[src/rtl/if_fetch_sequencer.sv]
// if_fetch_sequencer: IF-stage PC owner issuing one imem read per cycle into a 2-entry fetch queue, with redirect and halt-address stop.
// Ports: clk/reset (sync, active-high); imem_addr/imem_rd_en/imem_rdata to a 1-cycle-latency instruction memory;
// branch_taken/branch_target redirect from EX; stall_flag from decode; inp_instn/pc_to_branch/nextpc/inst_valid
// present the queue head to IF/ID; halted flags a drained stop at HALT_PC.
// Build option FETCH_PERF_CNT_EN adds saturating fetch_cnt/stall_cnt/flush_cnt outputs.
module if_fetch_sequencer #(
  parameter logic [31:0] RESET_PC = 32'd0,
  parameter logic [31:0] HALT_PC  = 32'd40,
  parameter int          QDEPTH   = 2
) (
  input  logic        clk,
  input  logic        reset,
  output logic [31:0] imem_addr,
  output logic        imem_rd_en,
  input  logic [31:0] imem_rdata,
  input  logic        branch_taken,
  input  logic [31:0] branch_target,
  input  logic        stall_flag,
  output logic [31:0] inp_instn,
  output logic [31:0] pc_to_branch,
  output logic [31:0] nextpc,
  output logic        inst_valid,
  output logic        halted
`ifdef FETCH_PERF_CNT_EN
  ,
  output logic [31:0] fetch_cnt,
  output logic [31:0] stall_cnt,
  output logic [31:0] flush_cnt
`endif
);
  typedef enum logic {FETCH, HALT} state_t;
  state_t state, state_nx;
  logic [31:0] pc, req_pc, head_ins, head_pc, tail_ins, tail_pc;
  logic [1:0] count, cnt_pop, cnt_nx;
  logic inflight, pop, push, halted_nx;
  always_comb begin
    inst_valid   = count != 2'd0;
    inp_instn    = inst_valid ? head_ins : 32'd0;
    pc_to_branch = inst_valid ? head_pc : 32'd0;
    nextpc       = pc_to_branch + 32'd4;
    pop          = inst_valid && !stall_flag && !branch_taken;
    push         = inflight && !branch_taken;
    cnt_pop      = count - {1'b0, pop};
    imem_addr    = pc;
    // occupancy counts the response already in flight so it always has a slot
    imem_rd_en   = !reset && !branch_taken && state == FETCH && pc != HALT_PC &&
                   ({1'b0, cnt_pop} + {2'b0, inflight}) < 3'(QDEPTH);
    cnt_nx       = branch_taken ? 2'd0 : cnt_pop + {1'b0, push};
    state_nx     = branch_taken ? FETCH : (state == FETCH && pc == HALT_PC) ? HALT : state;
    halted_nx    = state_nx == HALT && cnt_nx == 2'd0 && !imem_rd_en;
  end
  always_ff @(posedge clk) begin
    if (reset) begin
      state    <= FETCH;
      pc       <= RESET_PC;
      req_pc   <= 32'd0;
      count    <= 2'd0;
      inflight <= 1'b0;
      halted   <= 1'b0;
      head_ins <= 32'd0;
      head_pc  <= 32'd0;
      tail_ins <= 32'd0;
      tail_pc  <= 32'd0;
    end else begin
      state    <= state_nx;
      count    <= cnt_nx;
      inflight <= imem_rd_en;
      halted   <= halted_nx;
      if (imem_rd_en) begin
        pc     <= pc + 32'd4;
        req_pc <= pc;
      end
      if (branch_taken) pc <= branch_target & ~32'd3;
      if (pop) begin
        head_ins <= tail_ins;
        head_pc  <= tail_pc;
      end
      if (push && cnt_pop == 2'd0) begin
        head_ins <= imem_rdata;
        head_pc  <= req_pc;
      end
      if (push && cnt_pop != 2'd0) begin
        tail_ins <= imem_rdata;
        tail_pc  <= req_pc;
      end
    end
  end
`ifdef FETCH_PERF_CNT_EN
  always_ff @(posedge clk) begin
    if (reset) begin
      fetch_cnt <= 32'd0;
      stall_cnt <= 32'd0;
      flush_cnt <= 32'd0;
    end else begin
      if (imem_rd_en && fetch_cnt != '1) fetch_cnt <= fetch_cnt + 32'd1;
      if (inst_valid && stall_flag && stall_cnt != '1) stall_cnt <= stall_cnt + 32'd1;
      if (branch_taken && flush_cnt != '1) flush_cnt <= flush_cnt + 32'd1;
    end
  end
`endif
endmodule
[config.mk]
export PLATFORM = sky130hd
export DESIGN_NAME = if_fetch_sequencer
export DESIGN_NICKNAME = d
export VERILOG_FILES = /design/src/rtl/if_fetch_sequencer.sv
export SDC_FILE = /design/constraint.sdc
export NUM_CORES = 1
export LEC_CHECK = 0
export ABC_AREA = 1
export BUFFER_PORTS_ARGS = -buffer_cell sky130_fd_sc_hd__buf_2
export CORE_MARGIN = 2
export CORE_UTILIZATION = 58
export CTS_CLUSTER_SIZE = 8
export DETAILED_ROUTE_END_ITERATION = 8
export PLACE_DENSITY = 0.93
export SLEW_MARGIN = 10
export SYNTH_ARGS = -nofsm -noshare
export SYNTH_HDL_FRONTEND = slang
export SYNTH_SLANG_ARGS = --single-unit
export TNS_END_PERCENT = 20
[constraint.sdc]
create_clock -name clk -period 6.36 [get_ports clk]
set_clock_uncertainty 0.2 [all_clocks]
set_input_delay 1.59 -clock clk [delete_from_list [all_inputs] [get_ports clk]]
set_output_delay 1.59 -clock clk [all_outputs]
set_load 0.03 [all_outputs]
==> summary.md <==
| Metric | Value |
|---|---|
| Status | complete, no violations |
| Largest net degree at the start of global routing | 92 |
| Initial Util | 59.44% |
| Seq/Total Area, Yosys | 38.25% |
| RSZ-0062 raised after global routing | no |
| VDD IR-drop max | 0.0002103 V |
| Pre-Repair DR Iteration Count | 5 |
| Maximum clock path buffer count | 2 |
| Fill count | 1,400 |
| Top cell type's share of synthesized area | 38.25% |
| Syn_area_per_cell | 6.634 um^2 |
| Hold Path Class | register to register |
| Simple-gate share of the synthesized area | 36.92% |
| Kind of cell adding the most delay to the critical path | buffers and inverters |
| LEAKAGE | 4.760 nW |
| Total die area | 18,120 um^2 |
| Number of enable flip-flop cells after synthesis | 0 |
| Hpwl dp | 17,890 um |
| Levels on crit path | 8 |
| XOR/XNOR Fraction of Synth Area | 2.214% |
| Hold_buf cts | 0 |
| First-pass GRT wire length | 43,750 um |
| TritonCTS clock tree | built |
| CP Capture Type | primary output |
| Port Buffers | 190 |
| Row count | 47 |
| Crit path time final | 5.152 ns |
| Crit path to | imem_rd_en |
| Initial antenna violation count | 0 |
| Synth Flop Type | dfxtp_1 |
| CP Class | primary input to primary output |
| Fraction of layout cells with a size suffix above 1 | 17.93% |
| Critical path buffers and inverters | 3 |
| Peak Freq | 0.1941 GHz |
| Worst-Skew Late Latency | 0.44 ns |
| Rel. slew slack | 21.88% |
| Most frequent CP cell | buf_2 |
| Post-synthesis adder-cell area fraction | 0.5059% |
| Yosys warns | 0 |
| Antenna Nets Post-Route | 0 |
| DR WL/cell | 14.35 um |
| Synth area leader | dfxtp_1 |
| Clk sinks | 189 |
| Area growth, synth to finish | 14.89% |
| CP startpoint | branch_taken |
| Vias | 10.15k |
| Antenna cells | 0 |
| Die X | 134.6 um |
| R2R depth | 10 |
| Commonest cells post-synth | nand2_1 (395), nor2_1 (301), dfxtp_1 (189) |
| Setup TNS | 0 ns |
| CP required | 4.57 ns |
| Mux contribution to synthesized area | 0% |
| Core area | 16,640 um^2 |
| Final hold viol count | 0 |
| PnR worst setup slack | 1.208 ns |
| Reg2reg start | count[1] |
| Post-CTS Setup Bufs | 0 |
| H-Tree Depth | 4 |
| Largest family of logic cells by synthesized area | simple AND/OR/NAND/NOR gates |
| Fin. max-slew vios | 0 |
| Reg2reg end | imem_addr[28] |
| Max FO, Critical Path | 37 |
| RePlAce Congestion | 0.9354 |
| Pwr Density | 232.9 nW/um^2 |
| CTS Root Cell | clkbuf_16 |
| # IOs | 199 |
| Resize count post-CTS | 0 |
| Complex-gate fraction of the synthesized area | 12.50% |
| Initial drt markers | 907 |
| Die Span Y | 134.6 um |
| Largest cells by area after synthesis | dfxtp_1 (38%), nand2_1 (15%), nor2_1 (11%) |
| CTS Buf Count | 17 |
| Synth async-reset ratio | 0% |
| CP Cell Sequence | buf_2, nor3_4, ha_1, nor2_1, nor2_2, nand3_4, inv_2, buf_2 |
| CP Launch Type | primary input |
| Setup slack, reg-to-reg | 2.58 ns |
| Max cap viols | 0 |
| CP max stage cell | buf_2 |
| Drt drc | 0 |
| Cells after synthesis | 1,491 |
| Max incr delay on CP | 0.54 ns |
| Post-synth cell types | 37 |
| Vias in the first global route | 9,118 |
| Arr. time, crit path | 3.36 ns |
| Number of synthesized register bits | 189 |
| Period utilisation layout | 81.00% |
| Clock slew at reported path FFs | 0.07 ns |
| Nets | 1,693 |
| Synth Cell Area | 9892 um^2 |
| DR vias/cell | 5.474 |
| Endpoints failing setup | 0 |
| Count leader, synth | nand2_1 |
| Final wirelength | 26,610 um |
| Worst Setup Slack post-DPL | 1.222 ns |
| Total track usage | 29.34% |
| Aggregate global routing overflow | 0 |
| Worst-Margin Slew | 1.170 ns |
worst register-to-register path, stage by stage (launching register included):
cell     delay [ns]
dfxtp_1        0.35
nor2_4         0.59
nor3_4         0.05
ha_1           0.37
nor2_1         0.22
nor2_2         0.10
nand3_4        0.09
buf_4          0.48
nand2_1        0.82
nand2_1        0.29
a21oi_1        0.08
logic make-up (layout without fill, tap and decap cells):
logic type                 Yosys count  after routing
DFF                                189            189
buffers and inverters              215            353
adders and majority gates            4              4
xor gates and xnor gates            25             25
other                                1              6
AOI/OAI and AO/OA                  198            198
and+or+nand+nor                    859            859
layout make-up:
class | count | area, um^2 | area share (%)
sequential | 189 | 3784 | 33.29
multi-input combinational | 1092 | 5187 | 45.65
inverter | 122 | 457.9 | 4.030
clock inverter | 15 | 201.4 | 1.773
tap | 220 | 275.3 | 2.422
timing repair buffer | 199 | 1033 | 9.094
clock buffer | 17 | 425.4 | 3.743
metrics by stage:
| stage | hold WS [ns] | utilization [%] | cell area [um^2] | cells | power, mW |
|---|---|---|---|---|---|
| after CTS | 0.2803 | 68.29 | 11360 | 1854 | 2.648 |
| after global placement | 0.2571 | 64.52 | 10740 | 1822 | 1.575 |
| after floorplan | 0.2422 | - | 9911 | 1496 | 1.505 |
| after detailed placement | 0.2620 | 64.52 | 10740 | 1822 | 1.584 |
| final | 0.2811 | 68.29 | 11360 | 1854 | 2.647 |
| after global routing | 0.2997 | 68.29 | 11360 | 1854 | 2.737 |
metal layers:
layer | vias to the layer above | track usage [%] | wire length (um)
met4 | 0 | 11.99 | 780
li1 | 5038 | - | -
met2 | 490 | 46.97 | 12070
met3 | 63 | 4.279 | 2207
met1 | 4558 | 39.98 | 11550
met5 | - | 0 | 0
report_power, final:
group | internal (mW) | switching [mW]
logic | 0.0919 | 0.195
clock network | 0.537 | 0.547
registers | 1.23 | 0.0467
total | 1.86 | 0.789
registers in the layout, summed over array words and instances (netlist names):
name	count
inflight	1
count	2
halted	1
state	1
head_ins	32
imem_addr	30
req_pc	30
tail_ins	32
tail_pc	30
head_pc	30
worst min path at each step:
stage | start | end | depth (start not counted) | slack, ns
floorplan | req_pc[2] | req_pc[2] | 2 | 0.24
global placement | req_pc[2] | req_pc[2] | 2 | 0.26
detailed placement | req_pc[31] | req_pc[31] | 2 | 0.26
CTS | req_pc[31] | tail_pc[31] | 2 | 0.28
global route | tail_ins[16] | head_ins[16] | 2 | 0.30
finish | req_pc[31] | tail_pc[31] | 2 | 0.28
cells in the final DEF (no fill, tap or decap), types with 10 or more instances in the layout:
master | Yosys | final
a21oi_1 | 61 | 61
a311oi_1 | 62 | 62
buf_2 | 36 | 189
clkbuf_16 | 0 | 17
dfxtp_1 | 189 | 189
inv_1 | 113 | 113
nand2_1 | 395 | 395
nand3_1 | 83 | 83
nand4_1 | 10 | 10
nor2_1 | 301 | 301
nor2_2 | 18 | 18
o21ai_0 | 70 | 70
xor2_1 | 16 | 16
(Power assumes the default switching activity.)
